File: src/rtl/bin2bcd_serial_if.sv
// Request/result bundle for the serial binary-to-BCD converter.
//
// Handshake: the master raises start for one or more clock edges with
// binary_in valid on each of those edges. Every sampled start begins a new
// conversion and discards any conversion in flight. The slave drops done
// from that edge onward. It raises done once bcd_out holds the result for
// the last sampled binary_in. bcd_out and done then stay constant until the
// next start. There is no back-pressure: the converter always accepts start.
interface bin2bcd_serial_if #(
  parameter int BINARY_BITS = 8,
  parameter int BCD_DIGITS  = 4
);
  logic                    start;
  logic [BINARY_BITS-1:0]  binary_in;
  logic [4*BCD_DIGITS-1:0] bcd_out;
  logic                    done;

  modport master (
    output start,
    output binary_in,
    input  bcd_out,
    input  done
  );

  modport slave (
    input  start,
    input  binary_in,
    output bcd_out,
    output done
  );
endinterface

File: src/rtl/bin2bcd_serial.sv
// Serial binary-to-BCD converter (double dabble, one input bit per clock).
// A start edge loads the operand. BINARY_BITS shift edges follow, then one
// completion edge registers the result. bcd_out only changes on completion.
module bin2bcd_serial #(
  parameter int BCD_DIGITS  = 4,
  parameter int BINARY_BITS = 8
) (
  input  logic             clock,
  input  logic             reset_n,
  bin2bcd_serial_if.slave  bus,
  output logic [1:0]       dbg_state
);

  localparam int W  = 4 * BCD_DIGITS;
  localparam int CW = $clog2(BINARY_BITS + 1);

  // True when BCD_DIGITS decimal digits can hold the largest input value.
  function automatic bit cfg_ok();
    longint unsigned p10;
    longint unsigned max_in;
    p10 = 1;
    for (int i = 0; i < BCD_DIGITS; i++) p10 = p10 * 10;
    max_in = (longint'(1) << BINARY_BITS) - 1;
    return p10 > max_in;
  endfunction

  localparam bit CFG_OK = cfg_ok();

  if (!CFG_OK) begin : g_bad_cfg
    $error("bin2bcd_serial: BCD_DIGITS too small for BINARY_BITS");
  end

  typedef enum logic [1:0] {
    IDLE  = 2'd0,
    SHIFT = 2'd1,
    DONE  = 2'd2
  } state_e;

  state_e                 state_q, state_d;
  logic [BINARY_BITS-1:0] bin_q,   bin_d;
  logic [W-1:0]           acc_q,   acc_d;
  logic [CW-1:0]          cnt_q,   cnt_d;
  logic [W-1:0]           bcd_q,   bcd_d;
  logic                   done_q,  done_d;

  logic [W-1:0]           acc_adj;
  logic [3:0]             dig;

  // Add 3 to every accumulator digit that is 5 or more, before the shift.
  always_comb begin
    acc_adj = acc_q;
    dig     = 4'd0;
    for (int k = 0; k < BCD_DIGITS; k++) begin
      dig = acc_q[4*k +: 4];
      acc_adj[4*k +: 4] = (dig >= 4'd5) ? dig + 4'd3 : dig;
    end
  end

  // Next-state logic. A sampled start always wins, so it restarts a
  // conversion in flight. In DONE, copying the accumulator every cycle is
  // harmless because the accumulator is frozen there.
  always_comb begin
    state_d = state_q;
    bin_d   = bin_q;
    acc_d   = acc_q;
    cnt_d   = cnt_q;
    bcd_d   = bcd_q;
    done_d  = done_q;

    if (bus.start) begin
      bin_d   = bus.binary_in;
      acc_d   = '0;
      cnt_d   = CW'(BINARY_BITS);
      done_d  = 1'b0;
      state_d = SHIFT;
    end else begin
      case (state_q)
        SHIFT: begin
          {acc_d, bin_d} = {acc_adj, bin_q} << 1;
          cnt_d          = cnt_q - CW'(1);
          if (cnt_q == CW'(1)) state_d = DONE;
        end
        DONE: begin
          bcd_d  = acc_q;
          done_d = 1'b1;
        end
        default: begin
          state_d = IDLE;
        end
      endcase
    end
  end

  // State and datapath registers; reset aborts any conversion.
  always_ff @(posedge clock or negedge reset_n) begin
    if (!reset_n) begin
      state_q <= IDLE;
      bin_q   <= '0;
      acc_q   <= '0;
      cnt_q   <= '0;
      bcd_q   <= '0;
      done_q  <= 1'b0;
    end else begin
      state_q <= state_d;
      bin_q   <= bin_d;
      acc_q   <= acc_d;
      cnt_q   <= cnt_d;
      bcd_q   <= bcd_d;
      done_q  <= done_d;
    end
  end

  assign bus.bcd_out = bcd_q;
  assign bus.done    = done_q;
  assign dbg_state   = state_q;

endmodule

File: src/flat_wrapper.sv
// flat-port wrapper written by rule: the top's interface ports become plain ports
module bin2bcd_serial_flat 
#(
  parameter int BCD_DIGITS  = 4,
  parameter int BINARY_BITS = 8
)
  (clock, reset_n, dbg_state, bus_start, bus_binary_in, bus_bcd_out, bus_done);
  bin2bcd_serial_if #(.BINARY_BITS(BINARY_BITS), .BCD_DIGITS(BCD_DIGITS)) bus_i ();
  input  logic clock;
  input  logic reset_n;
  output logic [1:0] dbg_state;
  input wire logic [$bits(bus_i.start)-1:0] bus_start;
  input wire logic [$bits(bus_i.binary_in)-1:0] bus_binary_in;
  output wire logic [$bits(bus_i.bcd_out)-1:0] bus_bcd_out;
  output wire logic [$bits(bus_i.done)-1:0] bus_done;
  assign bus_i.start = bus_start;
  assign bus_i.binary_in = bus_binary_in;
  assign bus_bcd_out = bus_i.bcd_out;
  assign bus_done = bus_i.done;
  bin2bcd_serial #(.BCD_DIGITS(BCD_DIGITS), .BINARY_BITS(BINARY_BITS)) u_core (.clock(clock), .reset_n(reset_n), .bus(bus_i), .dbg_state(dbg_state));
endmodule
File: config.mk
export PLATFORM = sky130hd
export DESIGN_NAME = bin2bcd_serial_flat
export DESIGN_NICKNAME = d
export VERILOG_FILES = /design/src/rtl/bin2bcd_serial_if.sv /design/src/rtl/bin2bcd_serial.sv /design/src/flat_wrapper.sv
export SDC_FILE = /design/constraint.sdc
export NUM_CORES = 1
export LEC_CHECK = 0
export ABC_CLOCK_PERIOD_IN_PS = 2500
export BUFFER_PORTS_ARGS = -buffer_cell sky130_fd_sc_hd__buf_2
export CAP_MARGIN = 20
export CELL_PAD_IN_SITES_DETAIL_PLACEMENT = 0
export CELL_PAD_IN_SITES_GLOBAL_PLACEMENT = 1
export CORE_UTILIZATION = 49
export DETAILED_ROUTE_END_ITERATION = 8
export HOLD_SLACK_MARGIN = 0.03
export PLACE_DENSITY = 0.83
export SLEW_MARGIN = 20
export SYNTH_ARGS = -nofsm -noshare
export SYNTH_HDL_FRONTEND = slang
export SYNTH_SLANG_ARGS = --single-unit
File: constraint.sdc
create_clock -name clock -period 2.5 [get_ports clock]
set_clock_uncertainty 0.05 [all_clocks]
set_input_delay 0.125 -clock clock [delete_from_list [all_inputs] [get_ports clock]]
set_output_delay 0.125 -clock clock [all_outputs]
set_load 0.005 [all_outputs]
## Yosys cells after proc, flatten, opt, wreduce, memory -nomap -nowiden

Index checks and enable logic that the tools add are counted.

| word-level totals | value |
|---|---|
| output and inout bits | 19 |
| word-level logic and storage cells | 40 |
| bits of input ports | 11 |
| register bits | 47 |

| operators by class | value |
|---|---|
| muxes and demuxes | 15 |
| reductions and logical operators | 4 |
| add/sub/neg operators | 5 |
| eq/ne operators | 5 |
| bitwise operators | 1 |
| $lt $le $gt $ge | 4 |

Operator list:

| kind | number |
|---|---|
| 2-to-1 mux 16 bit | 2 |
| 2-to-1 mux 4 bit | 5 |
| >= comparator 4 x 3 -> 1 bit (second input constant) | 4 |
| 2-to-1 mux 8 bit | 2 |
| adder 4 x 2 -> 4 bit (second input constant) | 3 |
| == test 4 x 1 -> 1 bit (second input constant) | 1 |
| 2-to-1 mux 2 bit | 2 |
| one-hot mux 2 bit (2 select lines) | 1 |
| AND reduction 2 bit | 2 |
| nonzero test 2 bit | 2 |
| subtractor 4 x 1 -> 4 bit (second input constant) | 1 |
| adder 3 x 2 -> 3 bit (second input constant) | 1 |
| 2-to-1 mux 3 bit | 1 |
| inequality test 3 x 2 -> 1 bit (second input constant) | 1 |
| == test 2 x 1 -> 1 bit (second input constant) | 1 |
| == test 2 bit (second input constant) | 1 |
| 2-to-1 mux 1 bit | 2 |
| inequality test 2 bit (second input constant) | 1 |
| inverter 1 bit | 1 |

## Longest topological paths before layout

Gate-level depths: netlist (run 1).

| depth | value |
|---|---|
| depth in word-level cells | 4 |
| depth in mapped cells | 5 |
| depth with buffers taken out | 5 |

## Worst setup path before layout (run 1)

OpenSTA, ideal clock, no wires.

| timing path | value |
|---|---|
| kind | reg-to-reg |
| start | register u_core.state_q[1] (netlist: u_core.dbg_state[1]) |
| end | register u_core.bcd_q[10] (netlist: u_core.bus.bcd_out[10]) |
| clock period less this slack | 1425 ps |
| library setup time | 125 ps |
| required time | 2325 ps |
| cell stages (with the launch flop) | 6 |
| arrival time | 1250 ps |
| slack | 1075 ps |
| path buffers | 2 |
| cells stage by stage | dfrtp_1 nor2b_2 and2_4 buf_6 buf_12 mux2_4 |

| between the ends | value |
|---|---|
| longest elaborated chain between the ends | 2 |

Ends and longest elaborated chain:

| item | line | text |
|---|---|---|
| from (decl) | bin2bcd_serial.sv:39 | `state_e state_q, state_d;` |
| from (signal assigned) | bin2bcd_serial.sv:104 | `state_q <= state_d;` |
| == test 2 bit | bin2bcd_serial.sv:77 | `case (state_q)` |
| AND reduction 2 bit (no source line) | n/a |  |
| to (signal assigned) | bin2bcd_serial.sv:101 | `bcd_q <= '0;` |
| to (signal assigned) | bin2bcd_serial.sv:108 | `bcd_q <= bcd_d;` |
| to (decl) | bin2bcd_serial.sv:43 | `logic [W-1:0] bcd_q, bcd_d;` |

Every way passes these cells.
A chain may end at the register's enable or synchronous reset.

## Worst setup path in the final report (run 1)

| timing path | value |
|---|---|
| start | register u_core.state_q[1] (netlist: u_core.dbg_state[1]) |
| end | register u_core.bin_q[2] |

| between the ends | value |
|---|---|
| longest elaborated chain between the ends | 2 |

Ends and longest elaborated chain:

| item | line | text |
|---|---|---|
| == test 2 x 1 -> 1 bit | bin2bcd_serial.sv:77 |  |
| nonzero test 2 bit (no source line) | n/a |  |
| to (signal assigned) | bin2bcd_serial.sv:105 | `bin_q <= bin_d;` |
| to (decl) | bin2bcd_serial.sv:40 | `logic [BINARY_BITS-1:0] bin_q, bin_d;` |

Every way passes these cells.

==> key figures, run 1 <==
Setup path
  • Max stage delay cell, worst path: and2b_1
  • Crit path arrival time: 1830 ps
  • Setup CP Type: register to register
  • CP Data Required Time: 2610 ps
  • Maximum fanout along the worst path: 16
  • CP Launch Type: register
  • Critical path endpoint category: register
  • Critical path, cell by cell: and2b_1, buf_4, mux2i_1, o21ai_0
  • CP peak stage delay: 530 ps

Place
  • Post-Place Worst Slack: 794 ps
  • Hpwl dp: 2970 µm
  • Gpl congestion: 0.851
  • DP Area: 0.00260 mm²
  • Port Buffer Count: 29

GRT
  • Total gr overflow: 0
  • M3 GR Usage: 0.0458
  • Met2 usage: 0.323
  • Met1 Resource Use GR: 0.235
  • Largest net degree at the start of global routing: 40
  • GRT busiest layer: met2
  • Vias in the first global route: 1739
  • First-pass GRT wire length: 7680 µm
  • Aggregate global-route resource usage: 0.190
  • Antenna violations before repair: 0

Routing
  • DRT iter0 DRCs: 134
  • Antenna Nets Post-Route: 0
  • Vias: 1718
  • 1st-pass router iterations: 4
  • WL per Instance: 13.5 µm
  • Vias per cell: 5.19
  • Post-Route WL: 4460 µm
  • Residual DRC: 0

Finish
  • Final nets: 284
  • Fill cells: 418
  • ANT cells: 0
  • Multi-input gate area: 0.00109 mm²
  • Final Util: 0.587
  • Register area: 0.00118 mm²
  • Final Instance Area: 0.00277 mm²
  • Share of layout cells above drive strength 1: 0.223
  • Area Overhead vs Synth: 15.2%

Synth
  • Cell taking the most area after synthesis: dfrtp_1
  • Async SR Flop Fraction: 1.00
  • Number of flops mapped to enable cells by yosys: 0
  • Synth Cell Area: 0.00241 mm²
  • Post-synth top area share: 0.489
  • Sequential share of the synthesized area: 0.489
  • Main flop type after synthesis: dfrtp_1
  • Largest cells by area after synthesis: dfrtp_1 49%, mux2_4 6.2%, ha_1 5.2%
  • Post-synthesis instance total: 225
  • Net Count, Synth: 246
  • Avg Synthesized Cell Area: 10.7 µm²
  • FF+latch count, synth: 47
  • Yosys Warn Count: 0
  • Synth unique cells: 39

Timing
  • Slew of the pin with the lowest slew margin: 540 ps
  • Count of final setup violators: 0
  • PnR worst setup slack: 781 ps
  • Slew margin rel.: 0.640
  • Final Max Slew Viols: 0
  • RSZ-0062 raised after global routing: no
  • Tcrit/Tclk final: 0.688
  • Period minus WS final: 1720 ps
  • Final TNS setup: 0 ps
  • Max Clk Rate: 582 MHz
  • Final Hold Viols: 0

Clocking
  • Clock slew at reported path FFs: 80 ps
  • # H-tree levels: 2
  • CTS tree: yes
  • CTS Buf Count: 5
  • Clk Latency, worst-skew pair: 300 ps
  • Root buf cell: clkbuf_8
  • Clock Path Buffers: 2
  • Clk sinks: 47

Die
  • Starting Density: 0.510
  • Rows: 25
  • I/O Pins: 30
  • Die width: 72.1 µm
  • Height of the die: 72.1 µm
  • Area of the die: 0.00520 mm²
  • Core ar.: 0.00472 mm²

Power and ir drop
  • Worst vdd rail ir drop: 0.312 mV
  • Leakage power: 1.32 nW
  • Overall power: 0.00174 W
  • Pwr Density: 628 mW/mm²

Status
  • Status: complete, no violations

Worst hold path
  • Worst Hold Class: input pin to register

Flow run
  • Max cap viols: 0
synthesized netlist by cell type (2+ instances only):
cell type  number
dfrtp_1        47
nand2_1        18
o21ai_0        18
inv_1          17
ha_1           10
mux2_4         10
nand3_1        10
nor2_1          9
nor2b_1         9
a21oi_1         8
mux2i_1         7
clkbuf_1        6
mux2_2          6
o2111ai_1       6
o211ai_1        6
o21a_1          4
buf_2           3
nand2b_1        3
or3_1           3
xnor2_1         3
a2111oi_0       2
a211oi_1        2
nor3_1          2
cell usage in the layout (no fill, tap or decap), types with 2 or more instances in the layout:
| master | instances |
|---|---|
| nor2b_1 | 9 |
| o21ai_0 | 18 |
| o2111ai_1 | 6 |
| mux2_4 | 10 |
| dlygate4sd3_1 | 9 |
| ha_1 | 10 |
| nand3_1 | 10 |
| mux2i_1 | 7 |
| nor3_1 | 2 |
| dfrtp_1 | 47 |
| nand2b_1 | 3 |
| buf_4 | 5 |
| nand2_1 | 18 |
| inv_1 | 17 |
| nor2_1 | 9 |
| buf_2 | 29 |
| o211ai_1 | 6 |
| or3_1 | 3 |
| o21a_1 | 4 |
| xnor2_1 | 3 |
| a21oi_1 | 8 |
| clkbuf_8 | 5 |
| mux2_2 | 6 |
| a2111oi_0 | 2 |
| a211oi_1 | 2 |
timing repair:
item                      4_1_cts  5_1_grt
hold endpoints to repair       32        0
setup buffers                   0        0
resized for setup               0        0
hold buffers                    9        0
worst max-delay path: cells and delay by family, from the launching register on:
family,cells,cell delay (ps)
AO/OA/AOI/OAI,1,80
multiplexers,1,200
buffers and inverters,1,320
flip-flops,1,410
AND/OR/NAND/NOR,1,530
cell families (layout without fill, tap and decap cells):
kind of cell	Yosys count	after routing	share of synthesized area
XOR/XNOR	4	4	0.0146
buffers and inverters	29	68	0.0582
multiplexers	23	23	0.120
AND/OR/NAND/NOR	61	61	0.128
AO/OA/AOI/OAI	51	51	0.139
adder cells (fa/ha/maj)	10	10	0.0520
flip-flops	47	47	0.489
final timing paths:
path,from,endpoint,slack [ps],cells past startpoint
setup / recovery,u_core.dbg_state[1],u_core.bin_q[2],780,4
hold / removal,bus_start,u_core.dbg_state[0],230,3
setup reg to reg,u_core.dbg_state[1],u_core.bin_q[2],780,4
hold reg to reg,u_core.bus.done,u_core.bus.done,460,1
max in group asynchronous,reset_n,u_core.bin_q[3],1390,3
min in group asynchronous,reset_n,u_core.bus.bcd_out[11],290,2
per-stage QoR:
stage | hold WS (ps) | instances
finish | 229 | 331
global route | 260 | 331
CTS | 215 | 331
detailed placement | 95.9 | 314
global placement | 88.0 | 314
floorplan | -221 | 225
cell type report:
class,instances,share of cell area
Multi-Input combinational cell,149,0.394
Clock inverter,2,0.00451
Timing Repair Buffer,43,0.0984
Inverter,17,0.0230
Sequential cell,47,0.424
Clock buffer,6,0.0262
Tap cell,67,0.0302
sequential cells by signal, indices dropped and copies added, names as in the netlist:
name,count
u_core.acc_q,16
u_core.bin_q,8
u_core.bus.bcd_out,16
u_core.bus.done,1
u_core.cnt_q,4
u_core.dbg_state,2
metal layers:
metal	part of all wire	vias to the layer above
li1	-	858
met1	0.47	816
met2	0.49	40
met3	0.030	4
met4	0.0099	0
met5	0	-
where the power goes:
group	switching (W)	internal [W]	leakage, nW
logic	0.000228	0.000171	0.650
registers	0.0000684	0.000832	0.629
clock network	0.000247	0.000196	0.0412
Note: power is estimated with default switching activity, not from simulation.
==> inputs of run 2 (changes only) <==
--- a/config.mk
+++ b/config.mk
@@ -5,15 +5,15 @@
 export SDC_FILE = /design/constraint.sdc
 export NUM_CORES = 1
 export LEC_CHECK = 0
-export ABC_CLOCK_PERIOD_IN_PS = 2500
+export ABC_CLOCK_PERIOD_IN_PS = 1500
 export BUFFER_PORTS_ARGS = -buffer_cell sky130_fd_sc_hd__buf_2
 export CAP_MARGIN = 20
 export CELL_PAD_IN_SITES_DETAIL_PLACEMENT = 0
 export CELL_PAD_IN_SITES_GLOBAL_PLACEMENT = 1
-export CORE_UTILIZATION = 49
+export CORE_UTILIZATION = 41
 export DETAILED_ROUTE_END_ITERATION = 8
 export HOLD_SLACK_MARGIN = 0.03
-export PLACE_DENSITY = 0.83
+export PLACE_DENSITY = 0.74
 export SLEW_MARGIN = 20
 export SYNTH_ARGS = -nofsm -noshare
 export SYNTH_HDL_FRONTEND = slang
==> constraint.sdc (replaced) <==
create_clock -name clock -period 1.5 [get_ports clock]
set_clock_uncertainty 0.05 [all_clocks]
set_input_delay 0.075 -clock clock [delete_from_list [all_inputs] [get_ports clock]]
set_output_delay 0.075 -clock clock [all_outputs]
set_load 0.005 [all_outputs]
==> key figures, run 2 (synthesis results as in run 1) <==
Status
  • Status: complete, no violations

Setup path
  • CP Data Required Time: 1660 ps
  • Setup CP Type: register to register
  • CP Launch Type: register
  • Crit path arrival time: 1590 ps
  • Maximum fanout along the worst path: 4
  • Critical path endpoint category: register

Place
  • Gpl congestion: 0.779
  • Hpwl dp: 3340 µm
  • Port Buffer Count: 29
  • DP Area: 0.00276 mm²

Power and ir drop
  • Pwr Density: 1080 mW/mm²
  • Leakage power: 1.46 nW
  • Worst vdd rail ir drop: 0.577 mV

Timing
  • Final Max Slew Viols: 0
  • Final TNS setup: 0 ps
  • Tcrit/Tclk final: 0.952
  • RSZ-0062 raised after global routing: no
  • Slew of the pin with the lowest slew margin: 460 ps
  • Max Clk Rate: 700 MHz
  • Count of final setup violators: 0
  • Period minus WS final: 1430 ps
  • Final Hold Viols: 0
  • Slew margin rel.: 0.693

Die
  • Starting Density: 0.432
  • I/O Pins: 30
  • Height of the die: 78.6 µm
  • Area of the die: 0.00618 mm²
  • Die width: 78.6 µm
  • Rows: 27
  • Core ar.: 0.00557 mm²

GRT
  • Largest net degree at the start of global routing: 32
  • First-pass GRT wire length: 8420 µm
  • Aggregate global-route resource usage: 0.176
  • Total gr overflow: 0
  • Antenna violations before repair: 0
  • Vias in the first global route: 1817

Finish
  • Most common cell after layout, fill and taps aside: dfrtp_1
  • ANT cells: 0
  • Final Instance Area: 0.00304 mm²
  • Final nets: 300
  • Commonest cells after routing, fill and taps aside: 47 x dfrtp_1, 29 x buf_2, 18 x nand2_1, 18 x o21ai_0, 17 x inv_1
  • Area Overhead vs Synth: 26.1%
  • Fill cells: 490
  • Final Util: 0.545
  • Share of layout cells above drive strength 1: 0.293

Clocking
  • Clock Path Buffers: 2
  • Clk sinks: 47
  • CTS Buf Count: 5
  • CTS tree: yes
  • Root buf cell: clkbuf_8
  • # H-tree levels: 2
  • Clock slew at reported path FFs: 90 ps
  • Clk Latency, worst-skew pair: 310 ps

Routing
  • Top sig layer: met4
  • Post-Route WL: 4860 µm
  • Residual DRC: 0
  • WL per Instance: 13.8 µm
  • Met3 routed WL: 140 µm
  • Met2 wire length: 2330 µm
  • Post-Route M1 WL: 2270 µm
  • Antenna Nets Post-Route: 0
  • DRT iter0 DRCs: 122
  • 1st-pass router iterations: 4
  • Vias: 1813
  • Vias per cell: 5.15

Flow run
  • Max cap viols: 0

Worst hold path
  • Worst Hold Class: input pin to async pin
## run 2: area by class of cell
class	count	area (µm²)	share of cell area
clock buffer	6	82.6	0.0272
inverter	17	63.8	0.0210
tap	72	90.1	0.0297
sequential	47	1180	0.387
multi-input combinational	149	1130	0.371
clock inverter	2	35.0	0.0115
timing repair buffer	59	462	0.152
## run 2: power breakdown
part	internal [W]	leakage [nW]	switching, W	total [W]
sequential	0.00139	0.629	0.000110	0.00150
clock	0.000540	0.0612	0.000434	0.000974
combinational	0.000385	0.765	0.000416	0.000801
total	0.00231	1.46	0.000960	0.00327
## run 2: final timing paths
path                                       start                endpoint  slack, ps  cells after the start
max                              u_core.acc_q[4]         u_core.acc_q[5]         70                      5
min                                      reset_n  u_core.bus.bcd_out[14]        200                      2
max reg2reg                      u_core.acc_q[4]         u_core.acc_q[5]         70                      5
min reg2reg                u_core.bus.bcd_out[2]   u_core.bus.bcd_out[2]        460                      1
max in group asynchronous                reset_n  u_core.bus.bcd_out[15]        710                      3
min in group clock         u_core.bus.bcd_out[2]   u_core.bus.bcd_out[2]        460                      1
## run 2: metrics by stage
stage / total power, W / hold WS, ps / setup WS [ps] / std cells
2_1_floorplan: 0.00198 / -271 / 75.3 / 225
3_3_place_gp: 0.00226 / -8.56 / 58.7 / 332
3_5_place_dp: 0.00227 / -0.433 / 40.2 / 332
4_1_cts: 0.00329 / 193 / 5.98 / 350
5_1_grt: 0.00349 / 225 / 8.07 / 352
6_report: 0.00327 / 202 / 71.9 / 352
## run 2: metal layers
metal  vias up  track usage
met4         0       0.0889
met3        11       0.0407
met2        31        0.289
li1        893            -
met1       878        0.215
met5         -            0
## run 2: repair_timing
action                                 in CTS  in global routing
endpoints found under the hold margin      56                  0
setup buffers                               0                  2
hold buffers                               10                  0
setup endpoints to repair                   0                  6
gates resized for setup                     0                 10
## run 2: worst max-delay path: stages (launching register included)
cell	delay, ps
dfrtp_1	390
inv_1	70
ha_1	220
nor2b_2	170
o21a_1	190
o211ai_1	230
